**src/rtl/tamagotchi_sensor_conditioner.sv**
```systemverilog
// rtl/tamagotchi_sensor_conditioner.sv - synchronise, debounce and stretch the pet sensor inputs
//
// Purpose:
//   Turns three raw, asynchronous pet sensors into clean levels for the pet
//   state machine. Light and movement are debounced. Sound is edge-detected
//   and stretched. Movement events, which are either edge of the debounced
//   switch, are stretched. activity_pulse flags any output that goes 0->1.
//
// Ports:
//   clk                in   system clock
//   rst                in   asynchronous, active-high reset (clears everything)
//   light_raw          in   LDR comparator, async, 1 = light present
//   sound_raw          in   mic comparator, async, short pulses on sound
//   move_raw           in   tilt/PIR switch, async, bouncy level
//   light_detected     out  debounced light level, registered
//   sound_detected     out  stretched sound level
//   movement_detected  out  stretched movement level
//   activity_pulse     out  one-cycle registered pulse when any *_detected rises
//
// Parameters:
//   CNT_W            width of every debounce and hold counter
//   DEBOUNCE_CYCLES  consecutive stable cycles needed to accept a light/move change (>=1)
//   SOUND_HOLD       cycles sound_detected stays high after the last sound edge (>=1)
//   MOVE_HOLD        cycles movement_detected stays high after the last move event (>=1)

module tamagotchi_sensor_conditioner #(
  parameter int CNT_W           = 24,
  parameter int DEBOUNCE_CYCLES = 50000,
  parameter int SOUND_HOLD      = 2500000,
  parameter int MOVE_HOLD       = 5000000
) (
  input  logic clk,
  input  logic rst,
  input  logic light_raw,
  input  logic sound_raw,
  input  logic move_raw,
  output logic light_detected,
  output logic sound_detected,
  output logic movement_detected,
  output logic activity_pulse
);

  // Largest value a CNT_W-bit counter can hold.
  localparam logic [63:0] CNT_MAX = (64'd1 << CNT_W) - 64'd1;

  // All three counts must be at least 1 and representable in CNT_W bits.
  localparam bit CNT_FITS = (DEBOUNCE_CYCLES >= 1) && (SOUND_HOLD >= 1) && (MOVE_HOLD >= 1)
                            && (64'(DEBOUNCE_CYCLES) <= CNT_MAX)
                            && (64'(SOUND_HOLD) <= CNT_MAX)
                            && (64'(MOVE_HOLD) <= CNT_MAX);

  // Terminal debounce count: reaching it with a still-differing input accepts the change.
  localparam logic [CNT_W-1:0] DB_LAST    = CNT_W'(DEBOUNCE_CYCLES - 1);
  localparam logic [CNT_W-1:0] SOUND_LOAD = CNT_W'(SOUND_HOLD);
  localparam logic [CNT_W-1:0] MOVE_LOAD  = CNT_W'(MOVE_HOLD);
  localparam logic [CNT_W-1:0] CNT_ONE    = CNT_W'(1);

  cnt_fits_a: assert property (@(posedge clk) disable iff (rst) CNT_FITS)
    else $error("tamagotchi_sensor_conditioner: counts do not fit in CNT_W bits");

  // ---------------------------------------------------------------------------
  // Input synchronisers. Only the *_s2 stages feed the logic below; sound has a
  // third stage used purely for rising-edge detection.
  // ---------------------------------------------------------------------------
  logic light_s1;
  logic light_s2;
  logic sound_s1;
  logic sound_s2;
  logic sound_s3;
  logic move_s1;
  logic move_s2;

  always_ff @(posedge clk or posedge rst) begin
    if (rst) begin
      light_s1 <= 1'b0;
      light_s2 <= 1'b0;
      sound_s1 <= 1'b0;
      sound_s2 <= 1'b0;
      sound_s3 <= 1'b0;
      move_s1  <= 1'b0;
      move_s2  <= 1'b0;
    end else begin
      light_s1 <= light_raw;
      light_s2 <= light_s1;
      sound_s1 <= sound_raw;
      sound_s2 <= sound_s1;
      sound_s3 <= sound_s2;
      move_s1  <= move_raw;
      move_s2  <= move_s1;
    end
  end

  // ---------------------------------------------------------------------------
  // Debouncers. Each counter measures how long the synchronised input has
  // disagreed with the accepted level; any agreement restarts the count, so a
  // change is only taken after DEBOUNCE_CYCLES consecutive differing cycles.
  // ---------------------------------------------------------------------------
  logic [CNT_W-1:0] dl;
  logic [CNT_W-1:0] dm;
  logic             move_db;
  logic             light_accept;
  logic             move_accept;

  assign light_accept = (light_s2 != light_detected) && (dl == DB_LAST);
  assign move_accept  = (move_s2 != move_db) && (dm == DB_LAST);

  always_ff @(posedge clk or posedge rst) begin
    if (rst) begin
      dl             <= '0;
      light_detected <= 1'b0;
    end else if (light_s2 == light_detected) begin
      dl <= '0;
    end else if (light_accept) begin
      light_detected <= light_s2;
      dl             <= '0;
    end else begin
      dl <= dl + CNT_ONE;
    end
  end

  always_ff @(posedge clk or posedge rst) begin
    if (rst) begin
      dm      <= '0;
      move_db <= 1'b0;
    end else if (move_s2 == move_db) begin
      dm <= '0;
    end else if (move_accept) begin
      move_db <= move_s2;
      dm      <= '0;
    end else begin
      dm <= dm + CNT_ONE;
    end
  end

  // ---------------------------------------------------------------------------
  // Hold (pulse-stretch) counters. A load always beats the decrement, so an
  // event on the cycle the count would expire keeps the output high with no gap.
  // A move event is the cycle move_db changes in either direction, which is
  // exactly move_accept.
  // ---------------------------------------------------------------------------
  logic [CNT_W-1:0] hs;
  logic [CNT_W-1:0] hm;
  logic             sound_rise;

  assign sound_rise = sound_s2 & ~sound_s3;

  always_ff @(posedge clk or posedge rst) begin
    if (rst) begin
      hs <= '0;
    end else if (sound_rise) begin
      hs <= SOUND_LOAD;
    end else if (hs != '0) begin
      hs <= hs - CNT_ONE;
    end
  end

  always_ff @(posedge clk or posedge rst) begin
    if (rst) begin
      hm <= '0;
    end else if (move_accept) begin
      hm <= MOVE_LOAD;
    end else if (hm != '0) begin
      hm <= hm - CNT_ONE;
    end
  end

  assign sound_detected    = (hs != '0);
  assign movement_detected = (hm != '0);

  // ---------------------------------------------------------------------------
  // Activity pulse. The *_prev registers hold each output as it was one cycle
  // earlier; a rise seen this cycle is registered, so the pulse appears one
  // cycle after the output goes high and simultaneous rises merge into one.
  // ---------------------------------------------------------------------------
  logic light_prev;
  logic sound_prev;
  logic move_prev;
  logic any_rise;

  assign any_rise = (light_detected & ~light_prev)
                  | (sound_detected & ~sound_prev)
                  | (movement_detected & ~move_prev);

  always_ff @(posedge clk or posedge rst) begin
    if (rst) begin
      light_prev     <= 1'b0;
      sound_prev     <= 1'b0;
      move_prev      <= 1'b0;
      activity_pulse <= 1'b0;
    end else begin
      light_prev     <= light_detected;
      sound_prev     <= sound_detected;
      move_prev      <= movement_detected;
      activity_pulse <= any_rise;
    end
  end

endmodule

```
**config.mk**
```make
export PLATFORM = sky130hd
export DESIGN_NAME = tamagotchi_sensor_conditioner
export DESIGN_NICKNAME = d
export VERILOG_FILES = /design/src/rtl/tamagotchi_sensor_conditioner.sv
export SDC_FILE = /design/constraint.sdc
export NUM_CORES = 1
export LEC_CHECK = 0
export CORE_ASPECT_RATIO = 0.9
export CORE_MARGIN = 10
export CORE_UTILIZATION = 40
export CTS_CLUSTER_DIAMETER = 40
export DETAILED_ROUTE_END_ITERATION = 10
export PLACE_DENSITY = 0.58
export SYNTH_ARGS = -nofsm -noshare
export SYNTH_HDL_FRONTEND = slang
export SYNTH_SLANG_ARGS = --single-unit
```
**constraint.sdc**
```tcl
create_clock -name clk -period 3.6 [get_ports clk]
set_input_delay 0.54 -clock clk [delete_from_list [all_inputs] [get_ports clk]]
set_output_delay 0.54 -clock clk [all_outputs]
set_load 0.01 [all_outputs]
```
==> results.py <==
metrics = {
    "sta": {
        "max_freq_mhz": 295.5,
        "slew_headroom_pct": 39.15,
        "fin_worst_skew_ns": 0.01404,
        "fin_crit_sh_pct": 94.01,
        "tns_ns": 0,
        "setup-violations-final": 0,
        "final_max_slew_viol_count": 0,
        "worstMarginPinSlew_ns": 0.9128,
        "hold_viol_final": 0,
        "min_period_ns": 3.385,
        "rsz0062_at_grt": "no",
    },
    "synthesis": {
        "synth_edf_count": 0,
        "synth_area_mm2": 0.005320,
        "yosysSeqAreaShare_pct": 51.27,
        "netlist_top_cells_count": "dfrtp_1, nor2_1, xor2_1",
        "synth_warnings": 0,
        "avgSynthCellArea_um2": 9.708,
        "synth_cells": 548,
        "synth.area.top_cells": "dfrtp_1, xor2_1, nor2_1",
        "async_reset_ff_share_pct": 100.0,
        "ys_types": 46,
        "synth-main-ff-cell": "dfrtp_1",
        "synth_nets": 559,
        "ys_seq_elements": 109,
        "synth_most_common_cell": "dfrtp_1",
        "post-synth-top-area-cell": "dfrtp_1",
        "synth_top_area_share_pct": 51.27,
    },
    "die": {
        "rows": 39,
        "die_w_um": 141.6,
        "start_util_pct": 41.30,
        "die-area_mm2": 0.01832,
        "dieHeight_um": 129.4,
        "boundaryPins": 9,
        "core_area_mm2": 0.01288,
    },
    "power": {
        "swShare_pct": 25.87,
        "comb_power_share_pct": 7.4,
        "p_switching_w": 0.0006363,
        "ir_drop_v": 0.0002611,
        "clkPwrFrac_pct": 39.6,
        "power_density_mw_per_mm2": 416.8,
        "power_frac_seq_pct": 53.0,
        "p_int_w": 0.001823,
        "leakagePower_nw": 2.643,
    },
    "routing": {
        "drt_first_pass_iters": 4,
        "antenna_left": 0,
        "drcViolationCount": 0,
        "drt_iter0_drc": 207,
        "num_vias": 3851,
        "wl_per_cell_um": 13.96,
        "vias_per_cell": 5.297,
        "wirelength_um": 10150,
    },
    "global_route": {
        "grt_pass1_wl_um": 18310,
        "antenna_found_initial": 0,
        "grtUsageTotal_pct": 11.88,
        "grt_max_degree": 76,
        "grt_pass1_vias": 3866,
        "grt_overflow": 0,
    },
    "worst_setup_path": {
        "slowest_delay_ns": 0.70,
        "end_kind": "output port",
        "critPathLaunchType": "register",
        "worstSetupStartpoint": "hm[12]$_DFFE_PP0P_",
        "path_common_cell": "or4_1",
        "r2r_start": "dm[18]$_DFF_PP0_",
        "critPathArrivalTime_ns": 2.84,
        "critPathSlowestCell": "or4_1",
        "rr_worst_depth": 5,
        "cp_max_fo": 8,
        "critPathRequiredTime_ns": 3.06,
        "crit_type": "reg -> out",
        "worstPathCellList": "or4_1, or4_1, nor2_2, inv_1, clkdlybuf4s50_1",
    },
    "cts": {
        "cts_hold_buf": 0,
        "cts-resized-gates": 0,
        "clk_latency_ns": 0.36,
        "cts_setup_buffers": 0,
        "clk_path_buf_depth": 2,
        "cts_buffers": 9,
        "clockRootBuffer": "clkbuf_16",
        "clock-sinks": 109,
        "cts_tree": "yes",
        "cts.clk_slew.worst_paths_ns": 0.08,
        "htreeDepth": 3,
    },
    "hold_path": {
        "hold-path-cell-count": 0,
        "worst_hold_path_type": "reg -> reg",
        "hold_path.startpoint": "light_s1$_DFF_PP0_",
    },
    "run_status": {
        "status": "completed",
    },
    "finish": {
        "drive_gt1_share_pct": 6.394,
        "antenna_cells": 0,
        "syn2layout_area_growth_pct": 10.94,
        "fin_util_pct": 45.81,
        "layout.nets": 569,
    },
    "placement": {
        "port_buffers": 8,
        "hpwlAfterDp_um": 6849,
        "gp_congestion": 0.7929,
    },
    "job": {
        "drv_cap": 0,
    },
}
==> stage by stage <==
step,area (µm²),setup slack [ns],total power (W),hold WS [ns],instances
final,5902,0.2155,0.002460,0.3522,727
after global routing,5902,0.07750,0.002582,0.3709,727
after CTS,5902,0.1864,0.002503,0.3547,727
after detailed placement,5609,0.5780,0.001511,0.3363,711
after global placement,5609,0.5935,0.001508,0.3344,711
after floorplan,5320,0.1861,0.001455,0.3312,548
==> path summary, 6_finish.rpt <==
path                            slack, ns                  to
worst max-delay path                 0.22   movement_detected
worst min-delay path                 0.35  light_s2$_DFF_PP0_
worst max register to register       0.82  hm[20]$_DFFE_PP0P_
worst min register to register       0.35  light_s2$_DFF_PP0_
max in group asynchronous            2.17  hm[15]$_DFFE_PP0P_
min in group asynchronous            0.73    dl[22]$_DFF_PP0_
==> worst max-delay path: cells and delay by family, from the launching register on <==
kind	cells	cell delay (ns)
simple gates	3	1.49
flops	1	0.43
buf+inv	2	0.59
==> area by class of cell <==
| class | count | area (µm²) |
|---|---|---|
| clock buffers | 9 | 225.2 |
| clock inverters | 7 | 67.56 |
| fillers | 1255 | 6980 |
| inverters | 12 | 47.55 |
| multi-input cells | 410 | 2476 |
| flip-flops and latches | 109 | 2728 |
| well taps | 164 | 205.2 |
| repair buffers | 16 | 152.6 |
==> power by group through the flow <==
stage,logic [W],clock network [W],registers (W)
CTS,0.000186,0.00101,0.00130
floorplan,0.000135,0,0.00132
global route,0.000207,0.00106,0.00131
detailed placement,0.000185,0,0.00133
global placement,0.000182,0,0.00133
finish,0.000182,0.000974,0.00130
==> cell families (layout without fill, tap and decap cells) <==
family | count (synthesis) | in the layout | share of synthesized area [%]
simple gates | 284 | 284 | 27.35
flops | 109 | 109 | 51.27
xor+xnor | 74 | 74 | 12.18
compound gates | 45 | 45 | 5.386
buf+inv | 29 | 44 | 2.187
fa+ha+maj | 6 | 6 | 1.411
mux | 1 | 1 | 0.2117
==> metal layers <==
metal  up-vias  global-route usage, %  routed length (µm)
li1       1932                      -                   -
met1      1872                  16.05                5094
met2        41                  18.39                4574
met3         6                  3.506                 394
met4         0                  2.823                  87
met5         -                      0                   0
==> placed cells by master (no fill, tap or decap), types with 6 or more instances in the layout <==
cell type,instances
o31ai_1,6
ha_1,6
xor2_1,53
clkbuf_16,9
a21oi_1,9
nand2_1,32
dfrtp_1,109
nor4_1,14
nor3_1,16
nor2_1,93
clkdlybuf4s50_1,8
nand3_1,40
and3_1,10
or3_1,12
o21ai_0,15
nand4_1,16
inv_1,11
buf_4,7
xnor2_1,21
or4_1,18
==> flip-flops by register name, indices dropped and copies added (netlist names) <==
signal and count:
hm 24, sound_s2 1, move_s1 1, hs 24
sound_s1 1, sound_prev 1, light_prev 1, light_detected 1
light_s1 1, dm 24, activity_pulse 1, move_s2 1
move_prev 1, light_s2 1, move_db 1, dl 24
sound_s3 1
Note: power is estimated with default switching activity, not from simulation.
